===== src/rtl/branch_resolver.sv =====
// Branch resolution arbiter: emits the oldest mispredict at once, and queues
// correctly predicted branches in a small FIFO that drains on idle cycles.
module branch_resolver_lane #(
  parameter int W = 4
) (
  input  logic         i_flush,
  input  logic         i_valid,
  input  logic         i_mispredict,
  input  logic [W-1:0] i_rob_id,
  input  logic [W-1:0] i_rob_head,
  output logic         o_is_m,
  output logic         o_is_c,
  output logic [W-1:0] o_age
);
  // Modular subtraction gives the ROB age directly, wrap included.
  assign o_age  = i_rob_id - i_rob_head;
  assign o_is_m = i_valid & i_mispredict & ~i_flush;
  assign o_is_c = i_valid & ~i_mispredict & ~i_flush;
endmodule

module branch_resolver #(
  parameter int N_BRU          = 2,
  parameter int ROB_ADDR_WIDTH = 4,
  parameter int TRAIN_DEPTH    = 4
) (
  input  logic                                 clk,
  input  logic                                 rst,
  input  logic                                 flush,
  input  logic [ROB_ADDR_WIDTH-1:0]            rob_head,
  input  logic [N_BRU-1:0]                     bru_valid,
  input  logic [N_BRU-1:0]                     bru_mispredict,
  input  logic [N_BRU-1:0]                     bru_taken,
  input  logic [N_BRU*ROB_ADDR_WIDTH-1:0]      bru_rob_id,
  input  logic [N_BRU*32-1:0]                  bru_pc,
  input  logic [N_BRU*32-1:0]                  bru_target,
  output logic                                 resolved_valid,
  output logic                                 resolved_mispredict,
  output logic                                 resolved_taken,
  output logic [ROB_ADDR_WIDTH-1:0]            resolved_rob_id,
  output logic [31:0]                          resolved_pc,
  output logic [31:0]                          resolved_target,
  output logic [$clog2(TRAIN_DEPTH+1)-1:0]     train_cnt,
  output logic [15:0]                          train_drop_cnt
);
  localparam int W  = ROB_ADDR_WIDTH;
  localparam int PW = $clog2(TRAIN_DEPTH);
  localparam int CW = $clog2(TRAIN_DEPTH+1);
  localparam int DW = $clog2(N_BRU+1);

  typedef struct packed {
    logic         taken;
    logic [W-1:0] rob_id;
    logic [31:0]  pc;
    logic [31:0]  target;
  } ent_t;

  ent_t                    w_ent [N_BRU];
  logic [N_BRU-1:0]        w_is_m, w_is_c;
  logic [N_BRU-1:0][W-1:0] w_age;

  for (genvar g = 0; g < N_BRU; g++) begin : g_lane
    branch_resolver_lane #(.W(W)) u_lane (
      .i_flush      (flush),
      .i_valid      (bru_valid[g]),
      .i_mispredict (bru_mispredict[g]),
      .i_rob_id     (bru_rob_id[g*W +: W]),
      .i_rob_head   (rob_head),
      .o_is_m       (w_is_m[g]),
      .o_is_c       (w_is_c[g]),
      .o_age        (w_age[g])
    );
    assign w_ent[g] = '{taken: bru_taken[g], rob_id: bru_rob_id[g*W +: W],
                        pc: bru_pc[g*32 +: 32], target: bru_target[g*32 +: 32]};
  end

  ent_t            r_mem [TRAIN_DEPTH];
  logic [PW-1:0]   r_wr_ptr, r_rd_ptr;
  logic [CW-1:0]   r_cnt;
  logic [15:0]     r_drop;
  logic            r_valid, r_mispredict;
  ent_t            r_out;

  // Oldest mispredict; strict '<' keeps the lower unit on age ties.
  logic            w_sel_vld;
  logic [W-1:0]    w_sel_age;
  ent_t            w_sel;
  always_comb begin
    w_sel_vld = 1'b0;
    w_sel_age = '0;
    w_sel     = '0;
    for (int i = 0; i < N_BRU; i++) begin
      if (w_is_m[i] && (!w_sel_vld || w_age[i] < w_sel_age)) begin
        w_sel_vld = 1'b1;
        w_sel_age = w_age[i];
        w_sel     = w_ent[i];
      end
    end
  end

  // Free slots come from the pre-pop count, so a popped slot is not reused this cycle.
  logic [CW-1:0]            w_free, w_npush;
  logic [DW-1:0]            w_ndrop;
  logic [N_BRU-1:0]         w_acc;
  logic [N_BRU-1:0][PW-1:0] w_slot;
  always_comb begin
    w_free  = CW'(TRAIN_DEPTH) - r_cnt;
    w_npush = '0;
    w_ndrop = '0;
    w_acc   = '0;
    w_slot  = '0;
    for (int i = 0; i < N_BRU; i++) begin
      if (w_is_c[i]) begin
        if (w_npush < w_free) begin
          w_acc[i]  = 1'b1;
          w_slot[i] = r_wr_ptr + w_npush[PW-1:0];
          w_npush   = w_npush + CW'(1);
        end else begin
          w_ndrop   = w_ndrop + DW'(1);
        end
      end
    end
  end

  logic        w_pop;
  logic [16:0] w_drop_sum;
  ent_t        w_head;
  assign w_pop      = ~flush & ~w_sel_vld & (r_cnt != '0);
  assign w_drop_sum = {1'b0, r_drop} + 17'(w_ndrop);
  assign w_head     = r_mem[r_rd_ptr];

  always_ff @(posedge clk) begin
    if (!rst && !flush) begin
      for (int i = 0; i < N_BRU; i++)
        if (w_acc[i]) r_mem[w_slot[i]] <= w_ent[i];
    end
  end

  always_ff @(posedge clk) begin
    if (rst) begin
      r_wr_ptr     <= '0;
      r_rd_ptr     <= '0;
      r_cnt        <= '0;
      r_drop       <= '0;
      r_valid      <= 1'b0;
      r_mispredict <= 1'b0;
      r_out        <= '0;
    end else if (flush) begin
      r_wr_ptr <= '0;
      r_rd_ptr <= '0;
      r_cnt    <= '0;
      r_valid  <= 1'b0;
    end else begin
      r_wr_ptr <= r_wr_ptr + w_npush[PW-1:0];
      r_rd_ptr <= r_rd_ptr + PW'(w_pop);
      r_cnt    <= r_cnt + w_npush - CW'(w_pop);
      r_drop   <= w_drop_sum[16] ? 16'hFFFF : w_drop_sum[15:0];
      r_valid  <= w_sel_vld | w_pop;
      if (w_sel_vld) begin
        r_mispredict <= 1'b1;
        r_out        <= w_sel;
      end else if (w_pop) begin
        r_mispredict <= 1'b0;
        r_out        <= w_head;
      end
    end
  end

  assign resolved_valid      = r_valid;
  assign resolved_mispredict = r_mispredict;
  assign resolved_taken      = r_out.taken;
  assign resolved_rob_id     = r_out.rob_id;
  assign resolved_pc         = r_out.pc;
  assign resolved_target     = r_out.target;
  assign train_cnt           = r_cnt;
  assign train_drop_cnt      = r_drop;
endmodule


===== config.mk =====
export PLATFORM = sky130hd
export DESIGN_NAME = branch_resolver
export DESIGN_NICKNAME = d
export VERILOG_FILES = /design/src/rtl/branch_resolver.sv
export SDC_FILE = /design/constraint.sdc
export NUM_CORES = 1
export LEC_CHECK = 0
export ABC_AREA = 1
export BUFFER_PORTS_ARGS = -buffer_cell sky130_fd_sc_hd__buf_4
export CORE_ASPECT_RATIO = 0.7
export CORE_MARGIN = 2
export CORE_UTILIZATION = 40
export DETAILED_ROUTE_END_ITERATION = 10
export HOLD_SLACK_MARGIN = 0.15
export SLEW_MARGIN = 25
export SYNTH_ARGS = -nofsm -noshare
export SYNTH_HDL_FRONTEND = slang
export SYNTH_SLANG_ARGS = --single-unit

===== constraint.sdc =====
create_clock -name clk -period 11.3 [get_ports clk]
set_input_delay 2.825 -clock clk [delete_from_list [all_inputs] [get_ports clk]]
set_output_delay 2.825 -clock clk [all_outputs]
set_load 0.02 [all_outputs]

==> flow_metrics.tcl <==
set metrics [dict create \
    ys.flop_type "edfxtp_1" \
    dp_hpwl_mm 34.47 \
    synth_edf_count 276 \
    slew_headroom_pct 28.12 \
    drc_errors 0 \
    period_share_pct 52.15 \
    syn_to_final_growth_pct 16.04 \
    io_buffers 238 \
    hold_viol_final 0 \
    cp.arrival_ps 6060 \
    crit_type "in -> reg" \
    dr.pass1.iters 6 \
    vdd_drop_max_mv 0.1186 \
    finalPower_mw 3.356 \
    grt_usage_pct 22.96 \
    clock_path_buffers 3 \
    setup_viol 0 \
    yosysWarnings 0 \
    cts_setup_buffers 0 \
    cts_tree "built" \
    vias 17170 \
    final_common_cell "nand2_1" \
    io_pins 239 \
    worstPathMaxFanout 49 \
    ys_seq_area_share_pct 50.81 \
    cp-end-kind "register" \
    min_path_type "reg -> reg" \
    cts.sinks 370 \
    syn-instance-count 2429 \
    cts_resized 0 \
    cp_slowest_cell "buf_4" \
    cp_num_buf_inv 3 \
    fill_cells 4745 \
    slew_violations 0 \
    die_h_um 191.2 \
    start_util_pct 40.56 \
    synthDistinctLibCells 36 \
    final_cell_mix "nand2_1, nor2_1, edfxtp_1, buf_4, inv_1" \
    syn_avg_cell_area_um2 8.240 \
    synthTopCellsByArea "edfxtp_1, nand2_1, dfxtp_1, nor2_1, inv_1" \
    path_clk_slew_ps 60 \
    ys_seq_elements 370 \
    synth_top_area_cell "edfxtp_1" \
    crit_family "buffers and inverters" \
    gp_congestion 0.8115 \
    die-area_um2 51870 \
    rows 68 \
    path_cells "buf_4, nor3b_1, inv_1, nor2_1, ha_1, xor2_1, nand3_4, o21ai_4, buf_4" \
    root_buffer "clkbuf_16" \
    period_minus_slack_ps 5893 \
    antenna_left 0 \
    path_common_cell "buf_4" \
    synth_top_area_share_pct 41.41 \
    die_width_um 271.4 \
    critPathLaunchType "primary input" \
    routed_via_density 5.257 \
    wirelength_mm 60.01 \
    antenna_found_initial 3 \
    fin_tns_setup_ps 0 \
    cts_max_level 2 \
    p_per_area_nw_per_um2 144.5 \
    grt_overflow_total 0 \
    tightestPinTransition_ps 1078 \
    synth_area_um2 20020 \
    postCtsHoldBufs 0 \
    grt_first_pass_wirelength_mm 94.27 \
    fmax_mhz 169.7 \
    grt_pass1_vias 16820 \
    grt_max_degree 99 \
    cap_violations 0 \
    crit_path_max_incr_delay_ps 780 \
    status "finished, final reports clean" \
    core-area_um2 49350 \
    drt_iter0_drc 1420 \
    fin_nets 2740 \
    cts_buffers 41 \
    grt_setup_unrepaired "false" \
    async_flop_share_pct 0 \
    syn_nets 2602 \
    wl_per_cell_um 18.37 \
    leakage_nw 10.20 \
    clock_skew_ps 22.57 \
    drive_gt1_share_pct 15.00 \
    clock_latency_ps 550 \
    crit_required_ps 11460 \
]
per-layer routing:
| metal | part of all wire (%) | wire (um) | GRT usage, % |
|---|---|---|---|
| met4 | 2.0 | 1190 | 5.917 |
| met3 | 6.8 | 4083 | 3.479 |
| met5 | 0.022 | 13 | 0 |
| met2 | 46 | 27470 | 38.09 |
| met1 | 45 | 27250 | 31.49 |
final timing paths:
check,cells after the start,slack (ps),to,startpoint
min reg2reg,2,510,train_drop_cnt[0],train_drop_cnt[0]
max,9,5410,r_mem[2][48],flush
min,2,510,train_drop_cnt[0],train_drop_cnt[0]
max reg2reg,13,6940,r_mem[2][48],train_cnt[0]
cell usage after synthesis (2+ instances only):
cell / instances
ha_1: 20
o21ai_1: 157
buf_4: 10
nor2_2: 3
xnor2_1: 7
clkbuf_1: 71
nand3_1: 79
nor2_4: 2
nand2_1: 536
nor3b_1: 2
nor2_1: 436
a21oi_1: 15
o21ai_2: 41
inv_2: 5
edfxtp_1: 276
a31oi_1: 2
fa_1: 4
buf_1: 2
nand3_2: 4
dfxtp_1: 94
o32ai_1: 69
or2_2: 3
nor3_2: 2
nand4_1: 72
inv_1: 253
nor3_1: 5
o21ai_0: 161
buf_6: 47
buf_2: 36
xor2_1: 9
power by group:
part           leakage, nW  internal, mW  switching [mW]
Clock                0.653         0.781           0.558
Sequential            3.27          1.51          0.0277
Combinational         6.28         0.176           0.304
stage by stage:
step	setup WS, ps	utilization, %	area, um^2	hold slack, ps	cells
6_report	5407	47.07	23230	513.6	3267
5_1_grt	5164	47.06	23220	541.9	3265
3_5_place_dp	4518	44.28	21850	498.7	3188
3_3_place_gp	4573	44.27	21850	494.7	3188
2_1_floorplan	2489	-	20020	556.2	2429
4_1_cts	5104	46.95	23170	509.7	3264
worst reg2reg max path: stages (launching register included):
cell	delay, ps
dfxtp_1	410
inv_1	60
ha_1	200
ha_1	270
inv_1	40
nor2_1	180
inv_2	80
nor2_2	160
nor2_1	110
ha_1	200
xor2_1	420
nand3_4	510
o21ai_4	540
buf_4	790
layout make-up:
class                   instances  area, um^2  share of cell area (%)
flip-flops and latches        370       10180                   43.82
multi-input cells            1635        7914                   34.07
repair buffers                261        2006                   8.635
clock buffers                  57        1149                   4.945
inverters                     258       972.2                   4.186
well taps                     665       832.0                   3.582
clock inverters                19       171.4                  0.7380
diodes                          2       5.005                 0.02155
flip-flops by register name, indices dropped and copies added (netlist names):
register             flops
r_wr_ptr                 2
resolved_valid           1
r_rd_ptr                 2
r_mem                  276
train_drop_cnt          16
resolved_pc             32
resolved_target         32
resolved_mispredict      1
resolved_taken           1
train_cnt                3
resolved_rob_id          4
kinds of logic (layout without fill, tap and decap cells):
group                    count (synthesis)  count (layout)  share of synthesized area (%)
flip-flops                             370             370                          50.81
AND/OR/NAND/NOR                       1148            1148                          23.44
other                                    0               2                              0
adder cells (fa/ha/maj)                 24              24                          1.650
buffers and inverters                  424             595                          10.13
AO/OA/AOI/OAI                          447             447                          13.28
XOR/XNOR                                16              16                         0.7002
No activity file was read; power rests on OpenSTA's default activity.
